<file path="src/rtl/imem_loader.sv">
// imem_loader: receives a program image as a byte stream and writes it into
// instruction memory. The stream is a 16-bit big-endian word count followed by
// that many big-endian 32-bit words. The CPU is held in reset until the image
// has been completely written.
module imem_loader #(
  parameter int ADDR_W    = 8,
  parameter int DEPTH     = 256,
  parameter int BASE_ADDR = 0
) (
  input  logic              clock,
  input  logic              reset,
  input  logic              start,
  input  logic              in_valid,
  input  logic [7:0]        in_data,
  output logic              in_ready,
  output logic              imem_we,
  output logic [ADDR_W-1:0] imem_addr,
  output logic [31:0]       imem_wdata,
  output logic              cpu_reset,
  output logic              busy,
  output logic              done,
  output logic              error
);

  typedef enum logic [2:0] {
    IDLE,
    HDR0,
    HDR1,
    DATA,
    WRITE,
    DONE,
    ERROR
  } state_t;

  localparam logic [ADDR_W-1:0] BASE    = ADDR_W'(BASE_ADDR);
  localparam logic [16:0]       DEPTH_L = 17'(DEPTH);

  state_t      state_reg;
  logic [7:0]  count_hi_reg;
  logic [15:0] words_left_reg;
  logic [1:0]  byte_idx_reg;
  logic [23:0] shift_reg;

  logic        accept;
  logic [15:0] hdr_count;

  // A byte transfers only while the registered in_ready is high.
  assign accept    = in_valid && in_ready;
  // Full header count as it becomes known on the second header byte.
  assign hdr_count = {count_hi_reg, in_data};

  // Load sequencer; every output is registered and updated with the state.
  always_ff @(posedge clock) begin
    if (reset) begin
      state_reg      <= IDLE;
      count_hi_reg   <= '0;
      words_left_reg <= '0;
      byte_idx_reg   <= '0;
      shift_reg      <= '0;
      in_ready       <= 1'b0;
      imem_we        <= 1'b0;
      imem_addr      <= BASE;
      imem_wdata     <= '0;
      cpu_reset      <= 1'b1;
      busy           <= 1'b0;
      done           <= 1'b0;
      error          <= 1'b0;
    end else begin
      // The write strobe is a single-cycle pulse raised only from DATA.
      imem_we <= 1'b0;
      case (state_reg)
        IDLE, DONE, ERROR: begin
          if (start) begin
            state_reg    <= HDR0;
            in_ready     <= 1'b1;
            busy         <= 1'b1;
            cpu_reset    <= 1'b1;
            done         <= 1'b0;
            error        <= 1'b0;
            byte_idx_reg <= '0;
          end
        end
        HDR0: begin
          if (accept) begin
            count_hi_reg <= in_data;
            state_reg    <= HDR1;
          end
        end
        HDR1: begin
          if (accept) begin
            if (hdr_count == 16'd0) begin
              // Empty image: nothing to write, release the CPU at once.
              state_reg <= DONE;
              in_ready  <= 1'b0;
              busy      <= 1'b0;
              done      <= 1'b1;
              cpu_reset <= 1'b0;
            end else if ({1'b0, hdr_count} > DEPTH_L) begin
              // Image cannot fit; keep the CPU in reset.
              state_reg <= ERROR;
              in_ready  <= 1'b0;
              busy      <= 1'b0;
              error     <= 1'b1;
            end else begin
              state_reg      <= DATA;
              words_left_reg <= hdr_count;
              imem_addr      <= BASE;
              byte_idx_reg   <= '0;
            end
          end
        end
        DATA: begin
          if (accept) begin
            if (byte_idx_reg == 2'd3) begin
              // Fourth byte completes the word; stall input during the write.
              imem_wdata   <= {shift_reg, in_data};
              imem_we      <= 1'b1;
              in_ready     <= 1'b0;
              byte_idx_reg <= '0;
              state_reg    <= WRITE;
            end else begin
              shift_reg    <= {shift_reg[15:0], in_data};
              byte_idx_reg <= byte_idx_reg + 2'd1;
            end
          end
        end
        WRITE: begin
          imem_addr      <= imem_addr + 1'b1;
          words_left_reg <= words_left_reg - 16'd1;
          if (words_left_reg == 16'd1) begin
            state_reg <= DONE;
            in_ready  <= 1'b0;
            busy      <= 1'b0;
            done      <= 1'b1;
            cpu_reset <= 1'b0;
          end else begin
            state_reg <= DATA;
            in_ready  <= 1'b1;
          end
        end
        default: begin
          state_reg <= IDLE;
          in_ready  <= 1'b0;
          busy      <= 1'b0;
          done      <= 1'b0;
          error     <= 1'b0;
          cpu_reset <= 1'b1;
        end
      endcase
    end
  end

endmodule

</file>
<file path="config.mk">
export PLATFORM = sky130hd
export DESIGN_NAME = imem_loader
export DESIGN_NICKNAME = d
export VERILOG_FILES = /design/src/rtl/imem_loader.sv
export SDC_FILE = /design/constraint.sdc
export NUM_CORES = 1
export LEC_CHECK = 0
export BUFFER_PORTS_ARGS = -buffer_cell sky130_fd_sc_hd__buf_2
export CORE_ASPECT_RATIO = 0.75
export CORE_UTILIZATION = 52
export CTS_CLUSTER_SIZE = 40
export DETAILED_ROUTE_END_ITERATION = 7
export GPL_TIMING_DRIVEN = 0
export PLACE_DENSITY = 0.76
export SETUP_SLACK_MARGIN = 0.1
export SLEW_MARGIN = 20
export SYNTH_ARGS = -nofsm -noshare
export SYNTH_HDL_FRONTEND = slang
export SYNTH_SLANG_ARGS = --single-unit
</file>
<file path="constraint.sdc">
create_clock -name clock -period 2.3 [get_ports clock]
set_input_delay 0 -clock clock [delete_from_list [all_inputs] [get_ports clock]]
set_output_delay 0 -clock clock [all_outputs]
set_load 0.05 [all_outputs]
</file>
== Word-level counts from Yosys, hierarchy flattened ==
Cells that the tools add are included.
Word-level totals
  output and inout port bits: 46
  bits in registers: 99
Operators by class
  bitwise gates (word level): 6
  $lt $le $gt $ge: 1
  equal/unequal tests: 19
  multiplexer cells: 47
  add/subtract/negate cells: 3
  reduce and logical (&&, ||, !) cells: 19
Operator list (count)
  $mux 16: 3
  $pmux 16 s2: 1
  $mux 3: 8
  $mux 8: 3
  $ne 2x2->1 const B: 10
  $reduce_and 5->1: 4
  $mux 1: 18
  $eq 16x1->1 const B: 1
  $gt 16x9->1 const B: 1
  $logic_not 16->1: 1
  $pmux 8 s2: 1
  $sub 16x1->16 const B: 1
  $pmux 3 s5: 1
  $mux 2: 6
  $pmux 1 s4: 3
  $reduce_and 6->1: 2
  $eq 3x3->1 const B: 3
  $reduce_or 3->1: 3
  $add 8x1->8 const B: 1
  $eq 3x2->1 const B: 2
  $not 1->1: 6
  $pmux 2 s3: 1
  $reduce_and 3->1: 2
  $pmux 1 s5: 1
  12 further kinds: 12

== Depth between registers and ports, before layout ==
Gate-level depths: netlist of the first run.
  word-level depth: 5
  depth in mapped cells: 8

== Worst setup path before layout of the first run ==
No wires, ideal clock.
  path kind: reg-to-reg
  start: reg words_left_reg[0]
  end: reg words_left_reg[12]
  clock period less this slack: 2.139 ns
  arrival: 2.069 ns
  slack: 0.161 ns
  path buffers: 0
  data required time: 2.229 ns
  cell stages (with the launch flop): 8
  cells stage by stage: dfxtp_1 > inv_1 > ha_1 > nor3b_1 > nand4_1 > or4_1 > or2_2 > a21oi_1
Between the ends
  longest elaborated chain between the ends: 2
Ends and longest elaborated chain
  start, declared: line 40  | logic [15:0] words_left_reg;
  start signal, assigned: line 106  | words_left_reg <= hdr_count;
  start signal, assigned: line 129  | words_left_reg <= words_left_reg - 16'd1;
  $sub 16x1->16: line 129
  $pmux 16 s2: line 71  | case (state_reg)
Every way passes these cells.
A chain may end at the register's enable or synchronous reset.

== Final worst setup path of the first run ==
  start: reg state_reg[2]
  end: reg words_left_reg[12]
Between the ends
  longest elaborated chain between the ends: 3
  elaborated cells between the ends (all ways): 8
Ends and longest elaborated chain
  start, declared: line 38  | state_t state_reg;
  start signal, assigned: line 55  | state_reg <= IDLE;
  start signal, assigned: line 74  | state_reg <= HDR0;
  start signal, assigned: line 86  | state_reg <= HDR1;
  $eq 3x2->1 or $eq 3x3->1 (tied branches): line 71
  $ne 2x2->1 (no source line) or $reduce_bool 2->1 (tied branches)
  $reduce_and 4->1 (no source line)
Several ways; a longest one is shown, not always the timed one.

==> summary.md, run 1 <==
| Metric | Value |
|---|---|
| Outcome | `completed` |
| Predominant post-synthesis flop cell | `dfxtp_1` |
| DRC Markers | `0` |
| Largest net degree at the start of global routing | `16` |
| Post-Syn Area | `4450 um^2` |
| Post-DP HPWL | `8780 um` |
| CP Launch Type | `flop` |
| First-pass GRT wire length | `20600 um` |
| Per-cell routed wire length | `17.3 um` |
| Slew HR | `56.4%` |
| Number of flops mapped to enable cells by yosys | `0` |
| Worst Hold Class | `primary input to flop` |
| Row Count | `28` |
| Gr usage total | `30.5%` |
| Worst R2R Path Depth | `6` |
| Endpoint class of the critical path | `flop` |
| Max Clk Rate | `446 MHz` |
| P_leak | `2.09 nW` |
| # clock sinks | `99` |
| Seq/Total Area, Yosys | `44.6%` |
| 1st-pass router iterations | `5` |
| Root Driver | `clkbuf_16` |
| CTS tree | `done` |
| Number of synthesized register bits | `99` |
| Area delta synth->final | `25.4%` |
| Pre-CTS setup slack | `-293 ps` |
| Cell Count, Final, Fillers Out | `766` |
| Die width | `109 um` |
| Vias in the first global route | `4116` |
| Crit. Startpoint | `state_reg[2]` |
| YS warnings | `0` |
| Worst Tran Pin Value | `655 ps` |
| Final WL | `13300 um` |
| Pwr dens | `795 nW/um^2` |
| Worst r2r dst | `words_left_reg[12]` |
| CP arrival | `2520 ps` |
| Cell count after synthesis | `564` |
| Syn_nets | `580` |
| Layout cell share with drive strength beyond 1 | `20.6%` |
| GPL Wtd Cong | `0.896` |
| Max reg flops | `32` |
| Starting Density | `54.9%` |
| RSZ-0062 raised after global routing | `no` |
| Ys async rst share | `0%` |
| Fillers | `695` |
| Peak supply drop | `0.000669 V` |
| Critical Path RT | `2580 ps` |
| Ant diodes | `0` |
| Max-cap viol count | `0` |
| Kind of critical path | `flop to flop` |
| Register-to-Register Setup Slack | `60 ps` |
| Final slew viol count | `0` |
| Chip Height | `82.1 um` |
| Mapped Avg Cell Area | `7.88 um^2` |
| Grt total ovfl | `0` |
| Max Root-Sink Buffers | `2` |
| Layout Nets | `673` |
| Beginning of the worst hold path | `in_data[1]` |
| Placed Cells | `726` |
| H-tree lvl count | `3` |
| PnR worst setup slack | `59.5 ps` |
| Area of the die | `8930 um^2` |
| Final Hold Fails | `0` |
| Final worst clock skew | `5.89 ps` |
| R2r startpoint | `state_reg[2]` |
| WHS Path Cells | `3` |
| Initial drt markers | `343` |
| Post-layout minimum cycle time | `2240 ps` |
| Core area | `8090 um^2` |
| ANT nets after route | `0` |
| Critical path fanouts, max | `8` |
| Clock Pin Slew Worst Setup and Hold Paths | `70 ps` |
| Clk_lat worst skew | `350 ps` |
| Min Hold Slack | `9.51 ps` |
| Port Buf Inserts | `57` |
| Setup violations, final | `0` |
| Initial antenna violation count | `0` |
| IO Count | `58` |
| Fin crit share | `97.4%` |
| Via count | `4603` |
| Final Power | `4.43 mW` |
| Routed vias/inst | `6.01` |
| Distinct cells, synth | `57` |
| Total CTS buffers | `9` |
| Hold Crit Endpoint | `count_hi_reg[1]` |
==> stage by stage <==
stage	util [%]	area, um^2	setup TNS (ps)
3_3_place_gp	60.1	4860	-3930
6_report	68.9	5570	0
4_1_cts	66.8	5410	0
3_5_place_dp	60.1	4860	-4550
2_1_floorplan	-	4450	0
5_1_grt	68.9	5570	0
==> cell usage after synthesis, types with 3 or more instances <==
| master | number | area (um^2) |
|---|---|---|
| buf_2 | 3 | 15.0 |
| nand4_1 | 5 | 31.3 |
| and3_1 | 6 | 37.5 |
| nor2_1 | 26 | 97.6 |
| a311oi_1 | 3 | 26.3 |
| or3_1 | 3 | 18.8 |
| nand2b_1 | 3 | 18.8 |
| a211oi_1 | 6 | 45.0 |
| nand3_1 | 11 | 55.1 |
| o31ai_1 | 9 | 67.6 |
| o21ai_0 | 17 | 85.1 |
| nand2_1 | 137 | 514 |
| or2_2 | 4 | 25.0 |
| mux2i_1 | 10 | 100 |
| a41oi_1 | 3 | 26.3 |
| and2_1 | 3 | 18.8 |
| nor3_1 | 13 | 65.1 |
| or4_1 | 12 | 90.1 |
| inv_1 | 9 | 33.8 |
| nor4_1 | 7 | 43.8 |
| o21a_1 | 3 | 22.5 |
| a31oi_1 | 5 | 31.3 |
| ha_1 | 4 | 50.1 |
| clkbuf_1 | 32 | 120 |
| dfxtp_1 | 99 | 1980 |
| o2111ai_1 | 3 | 26.3 |
| a21oi_1 | 83 | 415 |
| nor2b_1 | 7 | 43.8 |
| nor3b_1 | 4 | 30.0 |
==> cell usage in the layout (no fill, tap or decap), types with 3 or more instances in the layout <==
cell type / instances
nand2_1: 137
dfxtp_1: 97
a21oi_1: 79
buf_2: 60
nor2_1: 25
clkbuf_1: 23
o21ai_0: 16
buf_4: 14
dlygate4sd3_1: 12
nand3_1: 11
nor3_1: 10
mux2i_1: 10
or4_1: 9
clkbuf_16: 9
inv_1: 8
o31ai_1: 8
clkbuf_2: 7
and3_1: 6
a211oi_1: 6
nor2b_1: 6
nor4_1: 5
nand4_1: 5
a31oi_1: 5
a21oi_2: 4
or4_4: 4
or2_2: 4
nand2b_1: 3
and2_1: 3
nor3b_4: 3
o21a_1: 3
a311oi_1: 3
nor3_2: 3
a41oi_1: 3
nor3b_1: 3
o2111ai_1: 3
ha_1: 3
clkbuf_8: 3
==> power by group <==
part / internal, mW / switching (mW) / total, mW / leakage (nW)
Sequential: 1.77 / 0.0713 / 1.84 / 0.800
Clock: 1.04 / 0.643 / 1.68 / 0.165
Combinational: 0.327 / 0.581 / 0.908 / 1.12
==> worst max-delay path by stage <==
stage               depth (start not counted)            endpoint  slack (ps)
finish                                      6  words_left_reg[12]          60
CTS                                         6     count_hi_reg[5]          60
global placement                            6   words_left_reg[3]        -260
floorplan                                   7  words_left_reg[12]         160
global route                                6  words_left_reg[12]           6
detailed placement                          7  words_left_reg[12]        -290
==> cells by family after synthesis <==
family	share of synthesized area [%]
AND/OR/NAND/NOR	26.9
AO/OA/AOI/OAI	20.6
flip-flops	44.6
buffers and inverters	3.88
multiplexers	2.50
adder cells (fa/ha/maj)	1.13
XOR/XNOR	0.394
==> cell type report <==
cell class	instances	area, um^2	share of cell area, %
timing repair buffer	83	510	9.16
sequential	99	1990	35.6
clock buffer	12	267	4.78
clock inverter	3	68.8	1.23
multi-input combinational	420	2420	43.5
tap	105	131	2.36
inverter	9	33.8	0.606
buffer	35	151	2.72
==> per-layer routing <==
metal | track usage, % | vias up | wire length, um
met5 | 0 | - | 0
met4 | 7.57 | 0 | 189
met3 | 8.49 | 23 | 1210
met2 | 45.8 | 212 | 5730
li1 | - | 2193 | -
met1 | 43.0 | 2175 | 6130
==> worst max-delay path: stages, from the launching register on <==
cell,delay (ps)
dfxtp_1,310
buf_2,220
nor3b_4,430
nand4_1,240
or4_4,530
or2_2,300
a21oi_2,130
==> repair_timing <==
item	CTS	global route
pin swaps	2	4
buffers inserted	2	12
endpoints found under the setup margin	55	84
endpoints found under the hold margin	18	0
hold buffers	12	0
gates resized for setup	17	32
Note: power is estimated with default switching activity, not from simulation.
==> inputs of run 2 (changes only) <==
- RECOVER_POWER: unset -> 50
==> summary.md, run 2 (synthesis gave the netlist of run 1 again) <==
| Metric | Value |
|---|---|
| Critical path endpoint | `words_left_reg[12]` |
| Slew HR | `55.9%` |
| Starting Density | `54.9%` |
| Crit. Startpoint | `state_reg[2]` |
| Max Root-Sink Buffers | `2` |
| Per-cell routed wire length | `17.4 um` |
| Outcome | `completed` |
| Min Hold Slack | `9.17 ps` |
| Routed vias/inst | `5.98` |
| Final worst clock skew | `5.80 ps` |
| Post-Route Setup TNS | `0 ps` |
| Critical Path RT | `2580 ps` |
| RSZ-0062 raised after global routing | `no` |
| P_leak | `1.89 nW` |
| Max-cap viol count | `0` |
| PnR worst setup slack | `65.1 ps` |
| Pwr dens | `802 nW/um^2` |
| Kind of critical path | `flop to flop` |
| CTS tree | `done` |
| R2r startpoint | `state_reg[2]` |
| Register-to-Register Setup Slack | `70 ps` |
| Fin util | `68.2%` |
| Worst Hold Class | `primary input to flop` |
| Pre-CTS setup slack | `-293 ps` |
| Area of the die | `8930 um^2` |
| Final slew viol count | `0` |
| Total CTS buffers | `9` |
| Peak supply drop | `0.000678 V` |
| IO Count | `58` |
| Gr usage total | `30.5%` |
| Area delta synth->final | `24.1%` |
| Clk_lat worst skew | `340 ps` |
| Post-DP HPWL | `8780 um` |
| Fin crit share | `97.2%` |
| Layout cell share with drive strength beyond 1 | `13.6%` |
| Clock Pin Slew Worst Setup and Hold Paths | `70 ps` |
| Core area | `8090 um^2` |
| H-tree lvl count | `3` |
| ANT nets after route | `0` |
| GPL Wtd Cong | `0.896` |
| Port Buf Inserts | `57` |
| Crit path cell chain | `buf_2 > nor3b_4 > nand4_1 > or4_4 > or2_2 > a21oi_2` |
| Worst r2r dst | `words_left_reg[12]` |
| Final Power | `4.42 mW` |
| # clock sinks | `99` |
| Max reg flops | `32` |
| Final Hold Fails | `0` |
| Ant diodes | `0` |
| Grt total ovfl | `0` |
| Worst R2R Path Depth | `6` |
| Row Count | `28` |
| Largest net degree at the start of global routing | `16` |
| Setup violations, final | `0` |
| Commonest non-fill, non-tap cell in the layout | `nand2_1` |
| Root Driver | `clkbuf_16` |
| Initial antenna violation count | `0` |
| Worst Tran Pin Value | `662 ps` |
| Max Clk Rate | `447 MHz` |
| Die width | `109 um` |
| Fillers | `708` |
| Critical path fanouts, max | `8` |
| Initial drt markers | `413` |
| CP Launch Type | `flop` |
| DRC Markers | `0` |
| 1st-pass router iterations | `5` |
| Commonest cells after routing, fill and taps aside | `nand2_1, dfxtp_1, a21oi_1` |
| First-pass GRT wire length | `20600 um` |
| CP arrival | `2510 ps` |
| Via count | `4578` |
| Layout Nets | `673` |
| Final WL | `13300 um` |
| Post-layout minimum cycle time | `2230 ps` |
| Slowest CP cell | `or4_4` |
| Vias in the first global route | `4116` |
| Chip Height | `82.1 um` |
| Delay of the slowest cell on the worst path | `530 ps` |
| Endpoint class of the critical path | `flop` |
[run 2: cell count changes in the layout (fill, tap and decap cells not counted), sizes merged]
| cell | before | now |
|---|---|---|
| buf | 74 | 27 |
| clkbuf | 44 | 91 |
[run 2: per-stage QoR]
step,cells,area [um^2]
after detailed placement,726,4860
after global placement,726,4860
after floorplan,564,4450
after CTS,755,5410
after global routing,766,5520
final,766,5520
[run 2: final cells by class]
cell class	count	area, um^2	share of cell area, %
repair buffers	83	453	8.21
clock buffers	12	267	4.83
well taps	105	131	2.38
plain buffers	35	151	2.74
multi-input cells	420	2420	44.0
inverters	9	33.8	0.612
flip-flops and latches	99	1990	36.0
clock inverters	3	68.8	1.25
[run 2: worst min path at each step]
stage | depth (start not counted) | start | to
after floorplan | 2 | in_data[0] | shift_reg[0]
after global placement | 3 | in_data[4] | imem_wdata[4]
after detailed placement | 3 | in_data[3] | imem_wdata[3]
after CTS | 3 | in_data[1] | count_hi_reg[1]
after global routing | 3 | in_data[1] | count_hi_reg[1]
final | 3 | in_data[1] | count_hi_reg[1]
[run 2: routing by layer]
metal | track usage (%) | share of wire (%)
met5 | 0 | 0
met4 | 7.57 | 1.4
met3 | 8.49 | 9.6
met2 | 45.8 | 43
met1 | 43.0 | 46
[run 2: what timing repair did]
| item | CTS | global route |
|---|---|---|
| gates resized for setup | 17 | 32 |
| pin swaps | 2 | 4 |
| setup endpoints to repair | 55 | 84 |
| setup buffers | 2 | 12 |
| hold buffers | 12 | 0 |
| hold endpoints to repair | 18 | 0 |
[run 2: power breakdown]
group	switching [mW]	leakage [nW]	internal, mW
Combinational	0.583	0.922	0.321
Clock	0.636	0.165	1.04
Sequential	0.0721	0.800	1.77
[run 2: critical path, delay by kind of cell (launching register included)]
| family | cells | cell delay (ps) |
|---|---|---|
| and+or+nand+nor | 4 | 1500 |
| AOI/OAI and AO/OA | 1 | 130 |
| buffers and inverters | 1 | 220 |
| DFF | 1 | 310 |
==> inputs of run 3 (changes only) <==
- CORE_UTILIZATION: 52 -> 35
- PLACE_DENSITY: 0.76 -> unset
- clock period: 2.3 -> 1.82 ns (I/O delays scaled with it)
==> summary.md, run 3 (synthesis gave the netlist of run 1 again) <==
| Metric | Value |
|---|---|
| Outcome | `finished, violations left` |
| Failing checks | `negative setup slack` |
| Starting Density | `36.0%` |
| Post-Route Setup TNS | `-6050 ps` |
| 1st-pass router iterations | `5` |
| Max Clk Rate | `501 MHz` |
| Final slew viol count | `0` |
| Setup violations, final | `77` |
| Initial drt markers | `424` |
| Final worst clock skew | `7.49 ps` |
| Kind of critical path | `flop to flop` |
| Initial antenna violation count | `0` |
| Total CTS buffers | `9` |
| Fin util | `53.5%` |
| Largest net degree at the start of global routing | `17` |
| Min Hold Slack | `6.36 ps` |
| P_leak | `2.25 nW` |
| First-pass GRT wire length | `22800 um` |
| Area of the die | `13200 um^2` |
| Finished Cell Area | `6610 um^2` |
| Max-cap viol count | `0` |
| Die width | `132 um` |
| Layout cell share with drive strength beyond 1 | `34.5%` |
| Final Power | `5.78 mW` |
| Crit path cell chain | `or4_4 > buf_4 > nor4_4 > nand2_1 > or2_2 > a21oi_2` |
| Area delta synth->final | `48.7%` |
| Critical path fanouts, max | `6` |
| Commonest cells after routing, fill and taps aside | `nand2_1, dfxtp_1, clkbuf_1` |
| Vias in the first global route | `4257` |
| Root Driver | `clkbuf_16` |
| WHS Path Cells | `3` |
| Placed Cells | `787` |
| Pwr dens | `875 nW/um^2` |
| Endpoint class of the critical path | `flop` |
| Routed vias/inst | `5.57` |
| Delay of the slowest cell on the worst path | `460 ps` |
| Via count | `4801` |
| Fin crit share | `110%` |
| RSZ-0062 raised after global routing | `yes` |
| # clock sinks | `99` |
| Max reg flops | `32` |
| Final WL | `15400 um` |
| GPL Wtd Cong | `0.836` |
| Max Root-Sink Buffers | `2` |
| Clock Pin Slew Worst Setup and Hold Paths | `70 ps` |
| PnR worst setup slack | `-174 ps` |
| Post-DP HPWL | `9250 um` |
| Final Hold Fails | `0` |
| CP Launch Type | `flop` |
| Critical Path RT | `2100 ps` |
| CP arrival | `2270 ps` |
| Row Count | `35` |
| Slowest CP cell | `or4_4` |
| Peak supply drop | `0.000504 V` |
| Pre-CTS setup slack | `-486 ps` |
| Layout Nets | `707` |
| Cell Count, Final, Fillers Out | `862` |
| CTS tree | `done` |
| Gr usage total | `22.2%` |
| Clk_lat worst skew | `350 ps` |
| Worst Tran Pin Value | `954 ps` |
| Port Buf Inserts | `57` |
| Per-cell routed wire length | `17.9 um` |
| Core area | `12300 um^2` |
| H-tree lvl count | `3` |
| ANT nets after route | `0` |
| Register-to-Register Setup Slack | `-170 ps` |
| IO Count | `58` |
| Grt total ovfl | `0` |
| Post-layout minimum cycle time | `1990 ps` |
| Ant diodes | `0` |
| DRC Markers | `0` |
| Commonest non-fill, non-tap cell in the layout | `nand2_1` |
| Worst Hold Class | `primary input to flop` |
| Slew HR | `36.4%` |
| DP Area | `5050 um^2` |
| Chip Height | `99.6 um` |
| Worst R2R Path Depth | `6` |
==> run 3: repair_timing <==
action	CTS	global route
gates cloned	2	4
endpoints found under the setup margin	98	91
pin swaps	22	36
endpoints found under the hold margin	14	0
setup buffers	27	17
gates resized for setup	85	158
hold buffers	12	0
==> run 3: layer usage <==
layer | global-route usage (%) | vias up | part of all wire, %
met5 | 0 | - | 0
met3 | 4.89 | 17 | 7.6
met2 | 32.4 | 189 | 43
met4 | 7.07 | 0 | 1.1
li1 | - | 2264 | -
met1 | 32.2 | 2331 | 48
==> run 3: worst max-delay path: cells and delay by family (launching register included) <==
| family | cells | cell delay [ps] |
|---|---|---|
| AO/OA/AOI/OAI | 1 | 130 |
| buffers and inverters | 1 | 160 |
| flip-flops | 1 | 400 |
| AND/OR/NAND/NOR | 4 | 1230 |
==> run 3: where the power goes <==
part	switching (mW)	internal (mW)	leakage, nW
Clock	0.869	1.02	0.143
Combinational	0.911	0.646	1.29
Sequential	0.0865	2.25	0.809
==> run 3: final timing paths <==
check                    startpoint                 end
setup reg to reg  words_left_reg[2]  words_left_reg[11]
setup / recovery  words_left_reg[2]  words_left_reg[11]
hold reg to reg           cpu_reset           cpu_reset
hold / removal           in_data[0]       imem_wdata[0]
==> run 3: final cells by class <==
cell class                 count  area (um^2)
fill                        1149         5740
multi-input combinational    420         2940
sequential                    99         2020
timing repair buffer         116          821
buffer                        36          298
clock buffer                  12          258
tap                          166          208
inverter                       9         33.8
clock inverter                 4         31.3
